==> config.mk <==
export PLATFORM = sky130hd
export DESIGN_NAME = fft_frame_ctrl
export DESIGN_NICKNAME = d
export VERILOG_FILES = /design/src/rtl/fft_frame_ctrl.sv
export SDC_FILE = /design/constraint.sdc
export NUM_CORES = 1
export LEC_CHECK = 0
export BUFFER_PORTS_ARGS = -buffer_cell sky130_fd_sc_hd__buf_2
export CORE_MARGIN = 2
export CORE_UTILIZATION = 51
export DETAILED_ROUTE_END_ITERATION = 6
export GPL_TIMING_DRIVEN = 0
export PLACE_DENSITY = 0.74
export SYNTH_ARGS = -nofsm -noshare
export SYNTH_HDL_FRONTEND = slang
export SYNTH_SLANG_ARGS = --single-unit
export TNS_END_PERCENT = 1
==> constraint.sdc <==
create_clock -name clk -period 1.7 [get_ports clk]
set_clock_uncertainty 0.05 [all_clocks]
set_input_delay 0.17 -clock clk [delete_from_list [all_inputs] [get_ports clk]]
set_output_delay 0.17 -clock clk [all_outputs]
set_load 0.01 [all_outputs]
==> src/rtl/fft_frame_ctrl.sv <==
// Frame sequencer for the single-path delay-feedback FFT: clock enable, framing, zero-pad/drain, output tags.
// Define FFT_CTRL_BITREV_EN to emit bit-reversed reorder-buffer write addresses.
module fft_frame_ctrl #(
  parameter int N   = 3,
  parameter int LAT = 7
) (
  input  logic         clk,
  input  logic         rst_n,
  input  logic         in_valid,
  output logic         in_ready,
  input  logic         flush_req,
  output logic         flush_done,
  input  logic         out_ready,
  output logic         fft_ce,
  output logic         fft_start,
  output logic         fft_zero,
  output logic         out_valid,
  output logic         out_start,
  output logic [N-1:0] out_addr,
  output logic         frame_done,
  output logic         busy
);

  localparam int DW = $clog2(LAT + 1);

  typedef enum logic [1:0] {ACTIVE, PAD, DRAIN} state_t;

  state_t         state, state_nxt;
  logic [N-1:0]   in_cnt, in_cnt_nxt;
  logic [N-1:0]   out_cnt, out_cnt_nxt, out_idx;
  logic [DW-1:0]  dcnt, dcnt_nxt;
  logic [LAT-1:0] real_pipe, sop_pipe;
  logic           flush_done_q, flush_done_nxt;
  logic           real_in;

  always_ff @(posedge clk or negedge rst_n) begin
    if (!rst_n) begin
      state        <= ACTIVE;
      in_cnt       <= '0;
      out_cnt      <= '0;
      dcnt         <= '0;
      real_pipe    <= '0;
      sop_pipe     <= '0;
      flush_done_q <= 1'b0;
    end else begin
      state        <= state_nxt;
      in_cnt       <= in_cnt_nxt;
      out_cnt      <= out_cnt_nxt;
      dcnt         <= dcnt_nxt;
      flush_done_q <= flush_done_nxt;
      if (fft_ce) begin
        real_pipe <= (real_pipe << 1) | LAT'(real_in);
        sop_pipe  <= (sop_pipe << 1) | LAT'(fft_start);
      end
    end
  end

  // A flush decides between padding and draining on the post-update input count.
  always_comb begin
    state_nxt      = state;
    dcnt_nxt       = dcnt;
    flush_done_nxt = 1'b0;
    in_cnt_nxt     = (fft_ce && state != DRAIN) ? in_cnt + 1'b1 : in_cnt;
    out_cnt_nxt    = out_valid ? out_idx + 1'b1 : out_cnt;
    case (state)
      ACTIVE: begin
        if (flush_req) begin
          dcnt_nxt  = '0;
          state_nxt = (in_cnt_nxt == '0) ? DRAIN : PAD;
        end
      end
      PAD: begin
        if (fft_ce && in_cnt_nxt == '0) begin
          state_nxt = DRAIN;
          dcnt_nxt  = '0;
        end
      end
      DRAIN: begin
        if (fft_ce) begin
          if (dcnt == DW'(LAT - 1)) begin
            state_nxt      = ACTIVE;
            dcnt_nxt       = '0;
            flush_done_nxt = 1'b1;
          end else begin
            dcnt_nxt = dcnt + 1'b1;
          end
        end
      end
      default: state_nxt = ACTIVE;
    endcase
  end

  always_comb begin
    fft_ce     = (state == ACTIVE) ? (in_valid && out_ready) : out_ready;
    in_ready   = out_ready && (state == ACTIVE);
    fft_zero   = (state != ACTIVE);
    fft_start  = fft_ce && (in_cnt == '0) && (state != DRAIN);
    real_in    = (state != DRAIN);
    out_valid  = fft_ce && real_pipe[LAT-1];
    out_start  = fft_ce && sop_pipe[LAT-1];
    out_idx    = out_start ? '0 : out_cnt;
    frame_done = out_valid && (out_cnt == '1);
    busy       = (|real_pipe) || (state != ACTIVE);
    flush_done = flush_done_q;
    out_addr   = '0;
`ifdef FFT_CTRL_BITREV_EN
    for (int i = 0; i < N; i++) out_addr[i] = out_idx[N-1-i];
`else
    out_addr   = out_idx;
`endif
  end

endmodule

==> impl_results.md, run 1 <==
* Violations in the final reports: negative setup slack
* Max-Cap Viols at 0
* Fraction of the cycle the final worst path needs at 1.08
* Worst R2R End: out_cnt[1]
* Arrival @ worst endpoint at 1.61 ns
* Overall die area at 0.00310 mm^2
* Final count of hold timing violations at 0
* Final critical-path setup slack at -0.133 ns
* Sum of negative setup slack at -0.828 ns
* Number of core rows at 18
* Sequential-to-total area share from yosys stat at 0.478
* Layout cells sized above 1 at 0.314
* Final RePlAce weighted congestion at 0.807
* Number of vias in the routed layout at 1104
* Flip-flop and latch count after synthesis at 26
* Detail-routed via count per cell at 5.39
* Core ar. at 0.00250 mm^2
* Average size of a mapped cell at 9.40 um^2
* Hold_sp: flush_req
* Yosys warning total at 0
* Initial Util at 0.545
* Highest attainable clock frequency at 546 MHz
* CP max FO at 4
* Antenna cells at 0
* Max IR drop VDD at 1080 uV
* Clock latency on the worst-skew pair at 0.33 ns
* Final net count at 185
* Run status: finished, violations left
* Hold Path Cell Cnt at 3
* CTS tree: done
* I/O pin count at 17
* Cell type with the highest aggregate area in the netlist: sky130_fd_sc_hd__dfrtp_1
* Worst Hold Class: input pin to flop
* Count of input and output buffers at 16
* Net count after synthesis at 153
* Number of H-tree levels at 1
* Post-DRT Antenna Nets at 0
* Time the final worst path needs with I/O delays and setup at 1.83 ns
* Worst Path Class, Setup: flop to output pin
* Clock root buffer: sky130_fd_sc_hd__clkbuf_4
* Area growth from synthesis to final layout at 23.8%
* WL per Instance at 14.1 um
* Count of clock tree sinks at 26
* First-pass GRT wire length at 4.88 mm
* Chip height at 55.7 um
* Leakage power at 0.000830 uW
* Number of buffers created by CTS at 3
* Final Max Tran Viols at 0
* Final setup violation count at 13
* Number of antenna violations at the first check in global routing at 0
* Endpoint required time on the critical path at 1.48 ns
* End point of the most critical hold path: state[0]
* Leading cell types by total area after synthesis: sky130_fd_sc_hd__dfrtp_1, sky130_fd_sc_hd__nand2_1, sky130_fd_sc_hd__mux2i_1, sky130_fd_sc_hd__ha_1, sky130_fd_sc_hd__a21oi_1
* Total Wirelength at 2.89 mm
* Register-to-register setup slack at -0.08 ns
* Horiz. Die Dim at 55.7 um
* Number of global-route vias before repair at 1049
* CTS max path bufs at 2
* Cell count after synthesis at 145
* RSZ-0062 raised after global routing: true
* Number of detailed-route iterations in the first pass at 4
* Critical Path Sink Type: output pin
* Largest net degree at the start of global routing at 27
* Post-route DRC at 0
* Share of the synthesized area in the top cell type at 0.478
* GRT Resource Usage Total at 0.200
* Dpl hpwl at 1.88 mm
* Path depth of the worst reg2reg path at 10
* Reg clk slew, reported paths at 0.14 ns
* Mapped Area at 0.00136 mm^2
* Slew margin rel. at 0.625
* Final Core Density at 0.675
* Transition time of the tightest slew-check pin at 0.563 ns
* Overflow left after global routing at 0
* Pwr per Cell Area at 1540 mW/mm^2
* DRT iter0 DRCs at 26
* Category of the worst setup path launch point: flop
* Worst reg2reg startpoint: state[0]
* Cell variety after synth at 40
[per-stage QoR]
| step | hold slack, ns | cells | setup WS, ns | instance area, um^2 | power, uW |
|---|---|---|---|---|---|
| detailed placement | 0.148 | 191 | -0.147 | 1520 | 2110 |
| CTS | 0.120 | 205 | -0.130 | 1690 | 2590 |
| finish | 0.134 | 205 | -0.133 | 1690 | 2600 |
| global placement | 0.144 | 191 | -0.0833 | 1520 | 2040 |
| floorplan | -0.176 | 145 | -0.0256 | 1410 | 1840 |
| global route | 0.139 | 205 | -0.204 | 1690 | 2780 |
[what timing repair did]
action	CTS	global route
buffers inserted	11	0
pin swaps	6	1
hold endpoints to repair	26	0
setup endpoints to repair	15	15
hold buffers	1	0
resized for setup	12	1
[worst max path at each step]
stage                        to  slack [ns]       from
finish              out_addr[0]       -0.13   state[0]
global route        out_addr[0]       -0.20   state[0]
CTS                 out_addr[1]       -0.13   state[0]
detailed placement      dcnt[0]       -0.15  in_cnt[0]
global placement        dcnt[0]       -0.08  in_cnt[0]
floorplan            out_cnt[1]       -0.03   state[0]
[sequential cells by signal, summed over array words and instances, names as in the netlist]
register    cells
sop_pipe        7
state           2
dcnt            3
real_pipe       7
in_cnt          3
out_cnt         3
flush_done      1
[power breakdown]
group / leakage [uW] / internal (uW) / switching, uW / total (uW)
registers: 0.000326 / 850 / 188 / 1040
clock network: 0.0000138 / 83.2 / 182 / 265
logic: 0.000491 / 658 / 636 / 1290
total: 0.000830 / 1590 / 1010 / 2600
[critical path: stages (launching register included)]
cell and delay, ns:
sky130_fd_sc_hd__dfrtp_1 0.40, sky130_fd_sc_hd__buf_6 0.13, sky130_fd_sc_hd__clkinv_8 0.05, sky130_fd_sc_hd__nand2_8 0.05, sky130_fd_sc_hd__o21ai_4 0.14, sky130_fd_sc_hd__inv_2 0.07
sky130_fd_sc_hd__buf_6 0.12, sky130_fd_sc_hd__nand2_4 0.05, sky130_fd_sc_hd__and2_4 0.16, sky130_fd_sc_hd__buf_6 0.10
[synth_stat cells]
master,number
sky130_fd_sc_hd__a2111oi_4,1
sky130_fd_sc_hd__a211o_1,2
sky130_fd_sc_hd__a211oi_1,1
sky130_fd_sc_hd__a21boi_0,1
sky130_fd_sc_hd__a21o_1,1
sky130_fd_sc_hd__a21oi_1,6
sky130_fd_sc_hd__a22oi_1,1
sky130_fd_sc_hd__a31oi_1,3
sky130_fd_sc_hd__and2_1,4
sky130_fd_sc_hd__and2_4,1
sky130_fd_sc_hd__buf_4,2
sky130_fd_sc_hd__buf_6,2
sky130_fd_sc_hd__clkbuf_1,2
sky130_fd_sc_hd__clkinv_2,1
sky130_fd_sc_hd__clkinv_4,1
sky130_fd_sc_hd__dfrtp_1,26
sky130_fd_sc_hd__ha_1,3
sky130_fd_sc_hd__inv_1,6
sky130_fd_sc_hd__inv_2,1
sky130_fd_sc_hd__mux2_2,1
sky130_fd_sc_hd__mux2_4,1
sky130_fd_sc_hd__mux2i_1,4
sky130_fd_sc_hd__nand2_1,48
sky130_fd_sc_hd__nand2_4,1
sky130_fd_sc_hd__nand2b_4,1
sky130_fd_sc_hd__nand3_1,2
sky130_fd_sc_hd__nand4_1,1
sky130_fd_sc_hd__nor2_1,7
sky130_fd_sc_hd__nor2b_1,1
sky130_fd_sc_hd__nor3_1,3
sky130_fd_sc_hd__nor3b_1,1
sky130_fd_sc_hd__nor4_1,1
sky130_fd_sc_hd__o211ai_2,1
sky130_fd_sc_hd__o21ai_0,1
sky130_fd_sc_hd__o21ai_1,1
sky130_fd_sc_hd__o21ai_4,1
sky130_fd_sc_hd__o22ai_1,1
sky130_fd_sc_hd__o22ai_2,1
sky130_fd_sc_hd__o32ai_2,1
sky130_fd_sc_hd__xnor2_1,1
[final cells by class]
class / count / area (um^2)
Sequential cell: 26 / 651
Fill cell: 201 / 813
Multi-Input combinational cell: 104 / 681
Buffer: 5 / 41.3
Tap cell: 30 / 37.5
Inverter: 9 / 58.8
Clock buffer: 3 / 22.5
Timing Repair Buffer: 28 / 195
[metal layers]
layer,vias to the layer above,GRT usage,share of wire
li1,540,-,-
met1,534,0.271,0.45
met2,24,0.318,0.49
met3,6,0.0233,0.033
met4,0,0.101,0.022
met5,-,0,0
[cell families (layout without fill, tap and decap cells)]
logic type / Yosys count / count (layout) / synth area share
DFF: 26 / 26 / 0.477
muxes: 6 / 6 / 0.0487
AOI/OAI and AO/OA: 23 / 23 / 0.145
adders and majority gates: 3 / 3 / 0.0276
and+or+nand+nor: 71 / 71 / 0.232
xor gates and xnor gates: 1 / 1 / 0.00643
buffers and inverters: 15 / 45 / 0.0624
[layout by cell type, fill, tap and decap left out, types with 4 or more instances in the layout]
cell type and count:
sky130_fd_sc_hd__clkbuf_4 4, sky130_fd_sc_hd__nor2_1 7, sky130_fd_sc_hd__buf_6 6, sky130_fd_sc_hd__buf_2 13, sky130_fd_sc_hd__a21oi_1 6, sky130_fd_sc_hd__dfrtp_1 26, sky130_fd_sc_hd__inv_1 5, sky130_fd_sc_hd__nand2_1 46
sky130_fd_sc_hd__mux2i_1 4, sky130_fd_sc_hd__buf_4 11
Note: power is estimated with default switching activity, not from simulation.
==> inputs of run 2 (changes only) <==
--- a/config.mk
+++ b/config.mk
@@ -6,11 +6,14 @@
 export NUM_CORES = 1
 export LEC_CHECK = 0
 export BUFFER_PORTS_ARGS = -buffer_cell sky130_fd_sc_hd__buf_2
+export CAP_MARGIN = 20
+export CELL_PAD_IN_SITES_DETAIL_PLACEMENT = 1
+export CELL_PAD_IN_SITES_GLOBAL_PLACEMENT = 1
 export CORE_MARGIN = 2
-export CORE_UTILIZATION = 51
+export CORE_UTILIZATION = 39
 export DETAILED_ROUTE_END_ITERATION = 6
 export GPL_TIMING_DRIVEN = 0
-export PLACE_DENSITY = 0.74
+export PLACE_DENSITY_LB_ADDON = 0.1
 export SYNTH_ARGS = -nofsm -noshare
 export SYNTH_HDL_FRONTEND = slang
 export SYNTH_SLANG_ARGS = --single-unit
==> impl_results.md, run 2 (same netlist as run 1, synthesis figures left out) <==
* Clock latency on the worst-skew pair at 0.32 ns
* RSZ-0062 raised after global routing: true
* CP max FO at 5
* CP dominant cell by count: sky130_fd_sc_hd__buf_6
* Core ar. at 0.00334 mm^2
* Horiz. Die Dim at 63.1 um
* Final count of hold timing violations at 0
* CTS tree: done
* Number of buffers created by CTS at 3
* Number of detailed-route iterations in the first pass at 4
* Number of global-route vias before repair at 1153
* GRT Resource Usage Total at 0.168
* Largest net degree at the start of global routing at 27
* Number of cells after detailed placement at 207
* I/O pin count at 17
* Final Core Density at 0.541
* Worst Path Class, Setup: flop to output pin
* Worst Hold Class: input pin to flop
* Layout cells sized above 1 at 0.374
* Placement Setup Slack at -0.153 ns
* Most common library cell in the layout ignoring fill and taps: sky130_fd_sc_hd__nand2_1
* Most frequent cells in the layout: sky130_fd_sc_hd__nand2_1, sky130_fd_sc_hd__dfrtp_1, sky130_fd_sc_hd__buf_4, sky130_fd_sc_hd__buf_2, sky130_fd_sc_hd__buf_6
* Dpl hpwl at 2.14 mm
* Critical Path Sink Type: output pin
* Final instance count without filler cells at 228
* Biggest cell delay along the critical path at 0.40 ns
* Total cell area at the placement stage at 0.00154 mm^2
* Slew margin rel. at 0.595
* Final instance area at 0.00181 mm^2
* Count of clock tree sinks at 26
* Detail-routed via count per cell at 4.89
* Cell at the slowest stage of the critical path: sky130_fd_sc_hd__dfrtp_1
* Final critical-path setup slack at -0.125 ns
* Pwr per Cell Area at 1510 mW/mm^2
* Violations in the final reports: negative setup slack
* Transition time of the tightest slew-check pin at 0.608 ns
* Time the final worst path needs with I/O delays and setup at 1.83 ns
* Number of vias in the routed layout at 1116
* Overflow left after global routing at 0
* Final RePlAce weighted congestion at 0.706
* Category of the worst setup path launch point: flop
* Overall die area at 0.00398 mm^2
* Highest attainable clock frequency at 548 MHz
* Clock root buffer: sky130_fd_sc_hd__clkbuf_4
* Count of input and output buffers at 16
* Max IR drop VDD at 637 uV
* Final Max Tran Viols at 0
* Leakage power at 0.000875 uW
* Post-route DRC at 0
* Arrival @ worst endpoint at 1.61 ns
* Final setup violation count at 13
* Number of H-tree levels at 1
* DRT iter0 DRCs at 7
* Initial Util at 0.408
* CTS max path bufs at 2
* Post-DRT Antenna Nets at 0
* Chip height at 63.1 um
* First-pass GRT wire length at 5.28 mm
* Final net count at 191
* Number of core rows at 21
* Total Wirelength at 3.15 mm
* Area growth from synthesis to final layout at 32.6%
* WL per Instance at 13.8 um
* Max-Cap Viols at 0
* Worst-path cell chain: buf_6 > clkinv_8 > nand2_8 > o21ai_4 > inv_2 > buf_6 > nand2_4 > and2_4 > buf_6
* Run status: finished, violations left
* Reg clk slew, reported paths at 0.14 ns
* Antenna cells at 0
* Endpoint required time on the critical path at 1.48 ns
* Registers with the most flip-flops: real_pipe x7, sop_pipe x7
* Fraction of the cycle the final worst path needs at 1.07
* Number of antenna violations at the first check in global routing at 0
* Final Total Pwr at 2730 uW
## run 2: changes by cell type in the layout (fill, tap and decap cells not counted), moves of 2 or more
cell                      change
sky130_fd_sc_hd__buf_6        +3
sky130_fd_sc_hd__nand2_2      +2
sky130_fd_sc_hd__nand2_1      -3
sky130_fd_sc_hd__buf_4        +4
## run 2: worst paths after layout
kind / startpoint / end / slack, ns / depth (start not counted)
setup / recovery: state[1] / out_addr[0] / -0.13 / 9
hold / removal: flush_req / state[0] / 0.13 / 3
setup reg to reg: state[1] / out_cnt[1] / -0.07 / 10
hold reg to reg: sop_pipe[2] / sop_pipe[3] / 0.43 / 2
max in group asynchronous: rst_n / real_pipe[4] / 0.88 / 2
min in group asynchronous: rst_n / sop_pipe[3] / 0.32 / 2
## run 2: power by group
part           leakage, uW  switching [uW]  internal [uW]
clock network    0.0000210             185            131
logic             0.000528             655            714
registers         0.000326             195            850
## run 2: repair_timing
action / in CTS / in global routing
hold buffers: 1 / 0
setup buffers: 13 / 4
gates resized for setup: 12 / 10
hold endpoints to repair: 26 / 0
pin swaps: 6 / 5
setup endpoints to repair: 15 / 16
## run 2: area by class of cell
type,count,area [um^2]
Multi-Input combinational cell,104,708
Timing Repair Buffer,34,254
Tap cell,46,57.6
Sequential cell,26,651
Buffer,5,41.3
Clock buffer,4,36.3
Inverter,9,58.8
Fill cell,395,1530
## run 2: layer usage
metal,vias to the layer above,global-route usage,share of wire
met5,-,0,0
li1,554,-,-
met2,11,0.322,0.55
met4,0,0.0500,0.010
met3,4,0.0232,0.019
met1,547,0.191,0.42
## run 2: stage by stage
| stage | hold slack, ns | TNS [ns] |
|---|---|---|
| global placement | 0.157 | -0.557 |
| finish | 0.128 | -0.865 |
| floorplan | -0.176 | -0.0256 |
| global route | 0.156 | -2.21 |
| detailed placement | 0.171 | -0.794 |
| CTS | 0.130 | -0.975 |
## run 2: critical path: cells and delay by family (launching register included)
kind                   cells  cell delay, ns
buffers and inverters      5            0.49
DFF                        1            0.40
and+or+nand+nor            3            0.26
AOI/OAI and AO/OA          1            0.13
